[src/rtl/swerv_types.sv]
// ---------------------------------------------------------------------------
// swerv_types
//   Shared types for the execute-unit divider.
//   div_pkt_t   : decode-side request packet {valid, unsign, rem}
//   div_state_t : divider control states
// ---------------------------------------------------------------------------
package swerv_types;

   // Request packet from decode: valid strobe, unsigned op, return remainder
   typedef struct packed {
      logic valid;
      logic unsign;
      logic rem;
   } div_pkt_t;

   // Divider sequencing: IDLE -> ABS -> ITER x WIDTH -> FIX -> DONE -> IDLE
   typedef enum logic [2:0] {
      S_IDLE = 3'd0,
      S_ABS  = 3'd1,
      S_ITER = 3'd2,
      S_FIX  = 3'd3,
      S_DONE = 3'd4
   } div_state_t;

endpackage : swerv_types

[src/rtl/exu_div_neg.sv]
// ---------------------------------------------------------------------------
// exu_div_neg
//   Conditional two's-complement negate, used both to take operand magnitudes
//   and to restore the sign of quotient/remainder.
//   i_neg : negate when 1, pass through when 0
//   i_val : WIDTH-bit input value
//   o_res : i_neg ? -i_val : i_val
// ---------------------------------------------------------------------------
module exu_div_neg #(
   parameter int WIDTH = 32
) (
   input  logic             i_neg,
   input  logic [WIDTH-1:0] i_val,
   output logic [WIDTH-1:0] o_res
);

   // Plain subtraction from zero; the most negative value maps onto itself,
   // which is exactly its unsigned magnitude.
   assign o_res = i_neg ? ('0 - i_val) : i_val;

endmodule : exu_div_neg

[src/rtl/exu_div_seq.sv]
// ---------------------------------------------------------------------------
// exu_div_seq
//   Sequential radix-2 restoring divider for RV32M DIV/DIVU/REM/REMU.
//   One quotient bit per cycle; accepts a new op in IDLE or DONE.
//   clk    : clock
//   rst    : synchronous active-high reset
//   freeze : hold all state (finish pulse stretches while frozen in DONE)
//   flush  : abandon any op in flight, return to IDLE, no finish
//   dp     : request packet {valid, unsign, rem}
//   a, b   : dividend (rs1), divisor (rs2)
//   busy   : op in flight (ABS/ITER/FIX)
//   finish : result strobe, out valid while high
//   out    : quotient (rem=0) or remainder (rem=1)
// ---------------------------------------------------------------------------
module exu_div_seq
   import swerv_types::*;
#(
   parameter int WIDTH = 32
) (
   input  logic             clk,
   input  logic             rst,
   input  logic             freeze,
   input  logic             flush,
   input  div_pkt_t         dp,
   input  logic [WIDTH-1:0] a,
   input  logic [WIDTH-1:0] b,
   output logic             busy,
   output logic             finish,
   output logic [WIDTH-1:0] out
);

   localparam int CW = $clog2(WIDTH) + 1;
   localparam logic [CW-1:0] LAST_CNT = CW'(WIDTH - 1);
   localparam logic [WIDTH-1:0] MIN_NEG = {1'b1, {(WIDTH-1){1'b0}}};

   div_state_t       r_state;
   logic [WIDTH-1:0] r_a;
   logic [WIDTH-1:0] r_b;
   logic             r_unsign;
   logic             r_rem;
   logic             r_signA;
   logic             r_signB;
   logic [WIDTH-1:0] r_absB;
   logic [WIDTH-1:0] r_r;
   logic [WIDTH-1:0] r_q;
   logic [CW-1:0]    r_cnt;
   logic [WIDTH-1:0] r_out;

   logic             w_signA;
   logic             w_signB;
   logic [WIDTH-1:0] w_absA;
   logic [WIDTH-1:0] w_absB;
   logic [WIDTH-1:0] w_quoFix;
   logic [WIDTH-1:0] w_remFix;
   logic [WIDTH:0]   w_t;
   logic             w_divZero;
   logic             w_ovf;
   logic [WIDTH-1:0] w_special;

   // Operand signs only matter for signed ops; magnitudes taken from the
   // latched originals so the special-case checks can still see raw values.
   assign w_signA = ~r_unsign & r_a[WIDTH-1];
   assign w_signB = ~r_unsign & r_b[WIDTH-1];

   exu_div_neg #(.WIDTH(WIDTH)) u_negA (.i_neg(w_signA), .i_val(r_a), .o_res(w_absA));
   exu_div_neg #(.WIDTH(WIDTH)) u_negB (.i_neg(w_signB), .i_val(r_b), .o_res(w_absB));

   // Quotient is negative when operand signs differ; remainder takes the
   // dividend's sign (truncating division).
   exu_div_neg #(.WIDTH(WIDTH)) u_negQ (.i_neg(r_signA ^ r_signB), .i_val(r_q), .o_res(w_quoFix));
   exu_div_neg #(.WIDTH(WIDTH)) u_negR (.i_neg(r_signA), .i_val(r_r), .o_res(w_remFix));

   // Trial subtraction. The partial remainder stays below |b|, so the shifted
   // value minus |b| is below 2^WIDTH whenever it is non-negative; the top bit
   // of w_t is therefore a clean borrow flag and r_r needs only WIDTH bits.
   assign w_t = {r_r, r_q[WIDTH-1]} - {1'b0, r_absB};

   // Divide-by-zero and signed overflow bypass the iteration entirely.
   // Overflow quotient equals the dividend itself (most negative value).
   assign w_divZero = (r_b == '0);
   assign w_ovf     = ~r_unsign & (r_a == MIN_NEG) & (r_b == '1);
   assign w_special = w_divZero ? (r_rem ? r_a : '1)
                                : (r_rem ? '0  : r_a);

   // Status outputs are pure state decodes; freeze holds the state, so a
   // frozen DONE naturally stretches the finish pulse.
   assign busy   = (r_state == S_ABS) | (r_state == S_ITER) | (r_state == S_FIX);
   assign finish = (r_state == S_DONE);
   assign out    = r_out;

   // Control and datapath registers. Priority: reset, then flush (drops the
   // op without touching out), then freeze (hold everything), then normal
   // sequencing. DONE accepts a new request just like IDLE so ops can run
   // back to back.
   always_ff @(posedge clk) begin
      if (rst) begin
         r_state  <= S_IDLE;
         r_a      <= '0;
         r_b      <= '0;
         r_unsign <= 1'b0;
         r_rem    <= 1'b0;
         r_signA  <= 1'b0;
         r_signB  <= 1'b0;
         r_absB   <= '0;
         r_r      <= '0;
         r_q      <= '0;
         r_cnt    <= '0;
         r_out    <= '0;
      end else if (flush) begin
         r_state <= S_IDLE;
      end else if (!freeze) begin
         case (r_state)
            S_IDLE, S_DONE: begin
               if (dp.valid) begin
                  r_a      <= a;
                  r_b      <= b;
                  r_unsign <= dp.unsign;
                  r_rem    <= dp.rem;
                  r_state  <= S_ABS;
               end else begin
                  r_state  <= S_IDLE;
               end
            end
            S_ABS: begin
               r_signA <= w_signA;
               r_signB <= w_signB;
               r_absB  <= w_absB;
               r_q     <= w_absA;
               r_r     <= '0;
               r_cnt   <= '0;
               if (w_divZero | w_ovf) begin
                  r_out   <= w_special;
                  r_state <= S_DONE;
               end else begin
                  r_state <= S_ITER;
               end
            end
            S_ITER: begin
               if (!w_t[WIDTH]) begin
                  r_r <= w_t[WIDTH-1:0];
                  r_q <= {r_q[WIDTH-2:0], 1'b1};
               end else begin
                  r_r <= {r_r[WIDTH-2:0], r_q[WIDTH-1]};
                  r_q <= {r_q[WIDTH-2:0], 1'b0};
               end
               r_cnt <= r_cnt + CW'(1);
               if (r_cnt == LAST_CNT) begin
                  r_state <= S_FIX;
               end
            end
            S_FIX: begin
               r_out   <= r_rem ? w_remFix : w_quoFix;
               r_state <= S_DONE;
            end
            default: begin
               r_state <= S_IDLE;
            end
         endcase
      end
   end

endmodule : exu_div_seq
[config.mk]
export PLATFORM = sky130hd
export DESIGN_NAME = exu_div_seq
export DESIGN_NICKNAME = d
export VERILOG_FILES = /design/src/rtl/swerv_types.sv /design/src/rtl/exu_div_neg.sv /design/src/rtl/exu_div_seq.sv
export SDC_FILE = /design/constraint.sdc
export NUM_CORES = 1
export LEC_CHECK = 0
export ABC_CLOCK_PERIOD_IN_PS = 4400
export BUFFER_PORTS_ARGS = -buffer_cell sky130_fd_sc_hd__buf_2
export CAP_MARGIN = 15
export CORE_ASPECT_RATIO = 2
export CORE_MARGIN = 2
export CORE_UTILIZATION = 25
export CTS_CLUSTER_DIAMETER = 60
export DETAILED_ROUTE_END_ITERATION = 10
export GPL_ROUTABILITY_DRIVEN = 0
export GPL_TIMING_DRIVEN = 1
export PLACE_DENSITY_LB_ADDON = 0.1
export SLEW_MARGIN = 40
export SYNTH_ARGS = -nofsm -noshare
export SYNTH_HDL_FRONTEND = slang
export SYNTH_SLANG_ARGS = --single-unit
export TNS_END_PERCENT = 50
[constraint.sdc]
create_clock -name clk -period 4.4 [get_ports clk]
set_input_delay 0.66 -clock clk [delete_from_list [all_inputs] [get_ports clk]]
set_output_delay 0.66 -clock clk [all_outputs]
set_load 0.03 [all_outputs]
==> qor.txt, run 1 <==
Final Hold Viols = 0
Hold Slack = 320 ps
Achievable Freq = 0.248 GHz
Worst VDD drop = 0.260 mV
Hold Startpoint = a[21]
Hold WC Path Type = in2reg
Total power draw = 4.90 mW
Minimum clock period = 4030 ps
Placed instance area = 14200 sq um
CTS Hold Bufs = 0
Post-cts resize count = 0
Mapped Area = 13000 sq um
Clk root buf = clkbuf_16
Worst r2r path cells = 9
RSZ-0062 raised after global routing = no
EDFF count, synth = 0
CP Max Fanout = 17
Async SR Flop Fraction = 0%
Setup crit start = r_b[7]
Post-Syn Instances = 1785
Worst slew margin = 43.7%
Final setup violation count = 0
Grt total ovfl = 0
Final net count = 1935
Initial Utilization = 25.1%
First-pass GRT wire length = 77.5 mm
Post-synth top area cell = dfxtp_1
Ports = 105
Synthesis warning total = 0
Final WL = 51.3 mm
Synth top area cells = dfxtp_1 32%, nand2_1 8.6%, a21oi_1 7.2%, nor2_1 5.7%, xor2_1 5.1%
Via count = 12700
Die Area = 53800 sq um
CP Data Required Time = 4810 ps
Pre-CTS WS = 293 ps
Netlist cell types = 63
GRT busiest layer = met2
Chip height = 326 um
Residual DRC count = 0
CTS H-tree depth = 1
Synth top cells by count = 297 x nand2_1, 205 x dfxtp_1, 197 x nor2_1
Worst-Margin Slew = 824 ps
Most frequent cell after synthesis = nand2_1
Final worst slack = 370 ps
Tcrit/Tclk final = 91.6%
Largest net degree at the start of global routing = 101
Vias in the first global route = 12700
1st-iter DRT viols = 568
Main synth FF type = dfxtp_1
Met1 GRT Util = 18.5%
Setup TNS = 0 ps
Layout cells sized above 1 = 11.4%
GR Util met3 = 1.57%
Placed insts = 2458
Hpwl dp = 39.5 mm
DR WL/cell = 20.5 um
Critical Path Sink Type = flip-flop
First-pass DRT Iterations = 5
Yosys reg bits = 205
Die width = 165 um
Crit path kind = reg2reg
Worst-Skew Late Latency = 580 ps
Core area = 51500 sq um
CTS Buffer Depth = 3
# port buffers = 104
Status = completed
Final core utilization = 29.2%
Setup Fix Bufs, Post-CTS = 0
Max-Cap Viols = 0
Synth top area share = 31.7%
Synthesis-to-finish area growth = 16.3%
Vias per inst = 5.07
Met2 Use GR = 37.9%
CTS Buf Count = 25
Final Skew = 34.6 ps
Clock Pin Slew Worst Setup and Hold Paths = 70 ps
WP data arrival = 4440 ps
Non-filler cells in the finished layout = 2505
Startpoint Class = flip-flop
TritonCTS Sinks = 205
Sequential area share after synthesis = 31.7%
Total global-route track usage = 19.0%
Cell Pwr Density = 325 nW/um^2
Post-route ant nets = 0
Fillcell total = 5629
Leak pwr = 5.64 nW
Mean Syn Cell Area = 7.26 sq um
RR Startpoint = r_b[7]
Fin area = 15100 sq um
CTS tree = built
Syn nets = 1895
Worst hold path stage count = 3
Max Slew Vio Count = 0
Site Rows = 118
Antenna violations before repair = 0
[routing by layer]
layer	share of wire, %	up-vias
met1	35	5976
met3	2.6	103
met5	0	-
li1	-	6370
met4	6.4	0
met2	56	262
[flip-flops by register name, indices dropped and copies added, names as in the netlist]
register and cells:
r_r 32, r_unsign 1, r_cnt 6, r_rem 1
r_signB 1, r_q 32, r_b 32, r_state 3
r_absB 32, r_signA 1, r_a 32, out 32
[critical path: stages (launching register included)]
cell and delay [ps]:
dfxtp_1 380, or4_1 600, or3_1 410, nor3_4 300, nand3_1 300, o21ai_1 220, nor2_1 120, or4_2 870
nor3_1 540, nor3_1 90
[report_power, final]
part | total (mW) | internal, mW | switching [mW]
registers | 1.93 | 1.88 | 0.0488
clock network | 2.24 | 1.31 | 0.923
logic | 0.729 | 0.258 | 0.472
[placed cells by master, fill, tap and decap left out, types with 6 or more instances in the layout]
| cell type | synthesis | final |
|---|---|---|
| nand3_1 | 17 | 16 |
| mux2i_1 | 16 | 16 |
| o21a_1 | 8 | 8 |
| o211ai_1 | 22 | 22 |
| nand2_1 | 297 | 296 |
| nor4_1 | 13 | 11 |
| inv_1 | 48 | 48 |
| o31ai_1 | 18 | 18 |
| and3_1 | 11 | 9 |
| or3_1 | 22 | 22 |
| a21oi_1 | 187 | 187 |
| o22ai_1 | 11 | 11 |
| nand2b_1 | 11 | 11 |
| buf_4 | 0 | 31 |
| or4_1 | 10 | 9 |
| xnor2_1 | 69 | 69 |
| clkbuf_16 | 0 | 25 |
| nand4_1 | 13 | 13 |
| a31oi_1 | 13 | 12 |
| nor2_1 | 197 | 194 |
| dfxtp_1 | 205 | 204 |
| a21o_1 | 13 | 13 |
| ha_1 | 38 | 38 |
| buf_2 | 12 | 103 |
| o21ai_0 | 116 | 116 |
| o41ai_1 | 11 | 11 |
| nor3_1 | 59 | 59 |
| a211oi_1 | 67 | 67 |
| a311oi_1 | 11 | 11 |
| a221oi_1 | 6 | 6 |
| a32oi_1 | 8 | 8 |
| xor2_1 | 76 | 76 |
[final timing paths]
| kind | endpoint | slack [ps] |
|---|---|---|
| setup / recovery | out[24] | 370 |
| hold / removal | r_a[21] | 320 |
| setup reg to reg | out[24] | 370 |
| hold reg to reg | out[25] | 450 |
[cells by family after synthesis]
family	after synthesis	share of synthesized area [%]
buffers and inverters	175	5.31
AO/OA/AOI/OAI	525	25.1
multiplexers	16	1.24
flip-flops	205	31.7
XOR/XNOR	145	9.80
adder cells (fa/ha/maj)	39	3.83
AND/OR/NAND/NOR	680	23.1
[layout make-up]
type	count	area (sq um)	share of cell area [%]
repair buffers	140	867	5.76
clock buffers	33	706	4.68
well taps	660	826	5.48
diodes	1	2.50	0.0166
inverters	48	180	1.20
multi-input cells	1405	8210	54.5
clock inverters	13	168	1.11
flip-flops and latches	205	4110	27.2
Note: power is estimated with default switching activity, not from simulation.
==> run 2, diff against run 1 <==
--- a/config.mk
+++ b/config.mk
@@ -19,5 +19,6 @@
 export SLEW_MARGIN = 40
 export SYNTH_ARGS = -nofsm -noshare
 export SYNTH_HDL_FRONTEND = slang
+export SYNTH_HIERARCHICAL = 1
 export SYNTH_SLANG_ARGS = --single-unit
 export TNS_END_PERCENT = 50
==> run 2 against run 1 <==
  * The flow now finishes with violations (DRC)
  * Flip-flop and latch count unchanged
  * Clock skew is 15 ps lower
  * Clock power is 4% lower
  * Critical path type unchanged
  * Synthesized cell count rose by 0.50%
  * Fmax is 9.8% higher
  * Setup slack improved by 360 ps
  * Register-to-register slack better by 360 ps
  * Count of clock-buffer cells in the layout is 6 lower
  * Wire length increased by 10%
  * Core utilization rose by 0.066 points
==> qor.txt, run 2 <==
Tcrit/Tclk final = 83.4%
Max-Cap Viols = 0
Async SR Flop Fraction = 0%
RSZ-0062 raised after global routing = no
WP data arrival = 4120 ps
Hold Slack = 322 ps
Largest net degree at the start of global routing = 92
Post-Syn Instances = 1794
Final WL = 56.6 mm
Setup TNS = 0 ps
Layout cells sized above 1 = 12.5%
Hpwl dp = 43.1 mm
Most frequent cell after synthesis = nand2_1
Post-cts resize count = 0
DR WL/cell = 22.4 um
Mapped Area = 13400 sq um
Worst r2r path cells = 14
Yosys reg bits = 205
Status = finished, violations left
Via count = 13400
CTS tree = built
Syn nets = 1903
Hold WC Path Type = in2reg
Commonest non-fill, non-tap cells in the layout = 331 x nand2_1, 205 x dfxtp_1, 196 x a21oi_1
Final net count = 1952
Synth top area cells = dfxtp_1 31%, nand2_1 9.3%, xnor2_1 8.5%, a21oi_1 7.3%, ha_1 3.5%
CTS Buffer Depth = 3
Worst hold path stage count = 3
Non-filler cells in the finished layout = 2526
Die width = 167 um
Startpoint Class = flip-flop
CP endpoint = r_r[11]
Achievable Freq = 0.273 GHz
CP Max Fanout = 19
CTS Buf Count = 23
Ports = 105
Setup crit start = r_q[31]
CTS H-tree depth = 1
Worst VDD drop = 0.267 mV
Final setup violation count = 0
Final Skew = 19.6 ps
Placed insts = 2483
Grt total ovfl = 0
Setup Fix Bufs, Post-CTS = 0
Initial Utilization = 25.4%
Clock Pin Slew Worst Setup and Hold Paths = 70 ps
Worst-Skew Late Latency = 570 ps
Violated checks = DRC
First-pass GRT wire length = 84.4 mm
Post-route ant nets = 0
Post-synth top area cell = dfxtp_1
Synth top area share = 30.7%
Crit path kind = reg2reg
Worst slew margin = 40.7%
Chip height = 331 um
Total global-route track usage = 20.0%
Worst-Margin Slew = 877 ps
Critical Path Sink Type = flip-flop
Die Area = 55400 sq um
# port buffers = 104
Clk root buf = clkbuf_16
Netlist cell types = 64
Final Hold Viols = 0
Setup slack, reg-to-reg = 730 ps
Critical R2R Capture = r_r[11]
Synthesis-to-finish area growth = 15.6%
CTS Hold Bufs = 0
Main synth FF type = dfxtp_1
Cell Pwr Density = 297 nW/um^2
CP Data Required Time = 4850 ps
1st-iter DRT viols = 703
First-pass DRT Iterations = 8
TritonCTS Sinks = 205
Vias per inst = 5.29
Max Slew Vio Count = 0
RR Startpoint = r_q[31]
Vias in the first global route = 13600
Most common cell after layout, fill and taps aside = nand2_1
EDFF count, synth = 0
Leak pwr = 5.83 nW
Synth top cells by count = 331 x nand2_1, 205 x dfxtp_1, 196 x a21oi_1
Mean Syn Cell Area = 7.45 sq um
Site Rows = 119
Residual DRC count = 6
Sequential area share after synthesis = 30.7%
Synthesis warning total = 6
Minimum clock period = 3670 ps
Antenna violations before repair = 0
Core area = 52700 sq um
## run 2: changes by cell type after synthesis, sizes merged, moves of 18 or more
cell,change
a211oi,-59
xnor2,+60
nor2,-90
o31ai,+18
o22ai,+22
nor4,+21
o41ai,+31
nand2,+34
xor2,-59
a22oi,+29
## run 2: how the worst min path moves through the flow
stage | startpoint | endpoint | slack [ps]
finish | b[7] | r_b[7] | 320
global route | b[3] | r_b[3] | 320
CTS | b[7] | r_b[7] | 290
detailed placement | r_absB[30] | r_absB[30] | 450
global placement | r_absB[17] | r_absB[17] | 450
floorplan | r_absB[10] | r_absB[10] | 440
## run 2: per-stage QoR
step | setup WS, ps | instance area, sq um | power [mW] | utilization [%]
after global routing | 488 | 15400 | 4.77 | 29.3
after global placement | 856 | 14600 | 2.46 | 27.6
after floorplan | 1530 | 13400 | 2.27 | -
final | 731 | 15400 | 4.59 | 29.3
after detailed placement | 796 | 14600 | 2.47 | 27.7
after CTS | 733 | 15400 | 4.66 | 29.3
## run 2: kinds of logic (layout without fill, tap and decap cells)
family / count (synthesis) / count (layout) / share of synthesized area, %
and+or+nand+nor: 674 / 674 / 23.7
xor gates and xnor gates: 146 / 146 / 9.71
DFF: 205 / 205 / 30.7
muxes: 31 / 31 / 2.32
other: 0 / 1 / 0
adders and majority gates: 39 / 39 / 3.69
buffers and inverters: 183 / 249 / 5.79
AOI/OAI and AO/OA: 516 / 516 / 24.1
## run 2: metal layers
layer | global-route usage (%) | routed length (um)
met1 | 19.3 | 19800
met2 | 40.3 | 31300
met3 | 1.51 | 1540
met5 | 0 | 0
met4 | 13.1 | 3920
## run 2: cell type report
class | instances | area [sq um]
fill | 5836 | 37300
multi-input combinational | 1406 | 8590
sequential | 205 | 4100
timing repair buffer | 147 | 873
tap | 665 | 832
clock buffer | 27 | 611
inverter | 60 | 225
clock inverter | 15 | 210
antenna | 1 | 2.50
## run 2: report_power, final
| group | internal (mW) | switching [mW] | leakage (nW) |
|---|---|---|---|
| Clock | 1.25 | 0.915 | 0.405 |
| Sequential | 1.88 | 0.0569 | 1.66 |
| Combinational | 0.169 | 0.320 | 3.77 |
| Total | 3.30 | 1.29 | 5.83 |
## run 2: worst max-delay path, stage by stage (launching register included)
cell	delay (ps)
dfxtp_1	350
inv_1	70
ha_1	170
inv_1	60
fa_1	420
a211oi_1	270
o21a_1	270
a211oi_2	150
o211ai_1	240
a31oi_1	130
o22ai_2	200
xor2_4	670
buf_12	260
mux2i_1	210
o21ai_1	70
==> run 3, diff against run 2 <==
--- a/config.mk
+++ b/config.mk
@@ -5,7 +5,7 @@
 export SDC_FILE = /design/constraint.sdc
 export NUM_CORES = 1
 export LEC_CHECK = 0
-export ABC_CLOCK_PERIOD_IN_PS = 4400
+export ABC_CLOCK_PERIOD_IN_PS = 3300
 export BUFFER_PORTS_ARGS = -buffer_cell sky130_fd_sc_hd__buf_2
 export CAP_MARGIN = 15
 export CORE_ASPECT_RATIO = 2
==> constraint.sdc (replaced) <==
create_clock -name clk -period 3.3 [get_ports clk]
set_input_delay 0.495 -clock clk [delete_from_list [all_inputs] [get_ports clk]]
set_output_delay 0.495 -clock clk [all_outputs]
set_load 0.03 [all_outputs]
==> run 3 against run 2 <==
  * The flow still finishes with violations (DRC)
  * Flip-flop and latch count unchanged
  * Total power increased by 37%
  * Combinational power increased by 49%
  * Clock power increased by 39%
  * Via count increased by 2.3%
  * First-iteration DRC count decreased by 12%
  * Non-clock buffer count increased by 63
  * Critical path depth decreased by 1
  * Sequential power increased by 32%
  * Fmax increased by 17%
  * Die area unchanged
  * Critical path type unchanged
  * Critical endpoint is now r_r[0]
  * Largest cell class unchanged
==> qor.txt, run 3 (same netlist as run 2, synthesis figures left out) <==
Status = finished, violations left
Violated checks = DRC
Residual DRC count = 3
Max-Cap Viols = 0
Worst hold path stage count = 3
Final core utilization = 30.4%
Critical path depth = 13
Largest net degree at the start of global routing = 140
Ports = 105
Int Power = 4.51 mW
Uppermost layer routed = met4
Worst r2r path cells = 13
Register area = 4110 sq um
Vias in the first global route = 13900
Slowest cell on the critical path = ha_2
Sw power = 1.79 mW
Footprint of the multi-input gates = 8580 sq um
CP Data Required Time = 3800 ps
Tcrit/Tclk final = 95.0%
Final antenna diode count = 0
Antenna violations before repair = 0
Clock Power Share = 47.6%
Clock Pin Slew Worst Setup and Hold Paths = 70 ps
CP endpoint = r_r[0]
Commonest non-fill, non-tap cells in the layout = 331 x nand2_1, 202 x dfxtp_1, 196 x a21oi_1
Fin area = 16000 sq um
Sw Ratio = 28.4%
DR WL met2 = 32.4 mm
RSZ-0062 raised after global routing = no
Hpwl dp = 44.9 mm
Initial Utilization = 25.4%
Slowest stage delay, CP = 450 ps
Gate power share = 11.6%
Critical Path, Cell by Cell = ha_2 -> and3_4 -> nand3_2 -> nor4_1 -> a31oi_2 -> a31oi_1 -> o22ai_2 -> xor2_4 -> clkbuf_2 -> buf_4 -> buf_6 -> or3_1 -> nand3_1
Site Rows = 119
Final Hold Viols = 0
Cell family with most CP delay = simple AND/OR/NAND/NOR gates
WP data arrival = 3630 ps
1st-iter DRT viols = 618
Final net count = 2017
Routed length on met1 = 20.0 mm
Synthesis-to-finish area growth = 20.1%
Hold WC Path Type = in2reg
Pre-CTS WS = 142 ps
DR WL met3 = 1.53 mm
Final Skew = 29.1 ps
# port buffers = 104
Final setup violation count = 0
Setup crit start = r_r[22]
Final WL = 58.6 mm
Setup slack, reg-to-reg = 170 ps
TritonCTS Sinks = 205
CTS H-tree depth = 1
Total power draw = 6.29 mW
Leak pwr = 6.19 nW
Fillcell total = 5825
Worst-Skew Late Latency = 580 ps
Minimum clock period = 3130 ps
Via count = 13700
Max Slew Vio Count = 0
Worst VDD drop = 0.365 mV
Chip height = 331 um
Most common cell after layout, fill and taps aside = nand2_1
CTS tree = built
First-pass DRT Iterations = 8
Critical Path Sink Type = flip-flop
Die width = 167 um
Clk root buf = clkbuf_16
Reg power frac = 40.8%
DR WL/cell = 22.6 um
RR Startpoint = r_r[22]
Setup TNS = 0 ps
Core area = 52700 sq um
Startpoint Class = flip-flop
Achievable Freq = 0.319 GHz
CTS Buffer Depth = 3
First-pass GRT wire length = 86.6 mm
Layout cells sized above 1 = 15.9%
Die Area = 55400 sq um
Final worst slack = 165 ps
Vias per inst = 5.28
Grt total ovfl = 0
CTS Buf Count = 25
Worst-Margin Slew = 829 ps
Post-route ant nets = 0
Placed instance area = 15000 sq um
CP Max Fanout = 7
Cell Pwr Density = 392 nW/um^2
Crit path buf inv count = 3
Total global-route track usage = 20.6%
Worst slew margin = 44.6%
Critical R2R Capture = r_r[0]
Crit path kind = reg2reg
-- run 3: cell count changes in the layout (fill, tap and decap cells not counted), moves of 3 or more --
| cell | before | now |
|---|---|---|
| buf_12 | 1 | 5 |
| buf_4 | 39 | 96 |
| clkbuf_16 | 23 | 27 |
| dfxtp_1 | 205 | 202 |
| dfxtp_2 | 0 | 3 |
| ha_1 | 37 | 33 |
| ha_2 | 0 | 4 |
-- run 3: stage by stage --
stage	hold slack, ps	cells
finish	168	2591
global route	167	2591
CTS	143	2583
detailed placement	447	2538
global placement	447	2536
floorplan	436	1794
-- run 3: routing by layer --
layer	vias to the layer above	GRT usage (%)
li1	6635	-
met1	6544	19.2
met2	351	41.8
met3	153	1.54
met4	0	14.1
met5	-	0
-- run 3: worst min-delay path by stage --
stage	end	from	slack, ps
2_1_floorplan	r_absB[10]	r_absB[10]	440
3_3_place_gp	r_absB[3]	r_absB[3]	450
3_5_place_dp	r_absB[28]	r_absB[28]	450
4_1_cts	r_a[17]	a[17]	140
5_1_grt	r_b[21]	b[21]	170
6_report	r_a[4]	a[4]	170
-- run 3: layout make-up --
class / count / share of cell area [%]
repair buffers: 210 / 8.88
well taps: 665 / 5.19
flip-flops and latches: 205 / 25.6
multi-input cells: 1406 / 53.5
inverters: 60 / 1.40
clock buffers: 29 / 4.24
clock inverters: 16 / 1.22
-- run 3: what timing repair did --
item / 4_1_cts / 5_1_grt
hold buffers: 0 / 0
endpoints found under the setup margin: 0 / 30
setup buffers: 0 / 5
resized for setup: 0 / 13
-- run 3: worst reg2reg max path, stage by stage, from the launching register on --
cell	delay (ps)
dfxtp_1	410
ha_2	460
and3_4	230
nand3_2	130
nor4_1	380
a31oi_2	90
a31oi_1	220
o22ai_2	150
xor2_4	180
clkbuf_2	170
buf_4	150
buf_6	130
or3_1	300
nand3_1	80
-- run 3: power by group through the flow --
stage	Clock, mW	Combinational (mW)	Sequential [mW]
5_1_grt	3.16	0.788	2.57
3_5_place_dp	0	0.703	2.62
3_3_place_gp	0	0.700	2.62
2_1_floorplan	0	0.428	2.60
4_1_cts	3.09	0.706	2.57
6_report	3.00	0.729	2.57
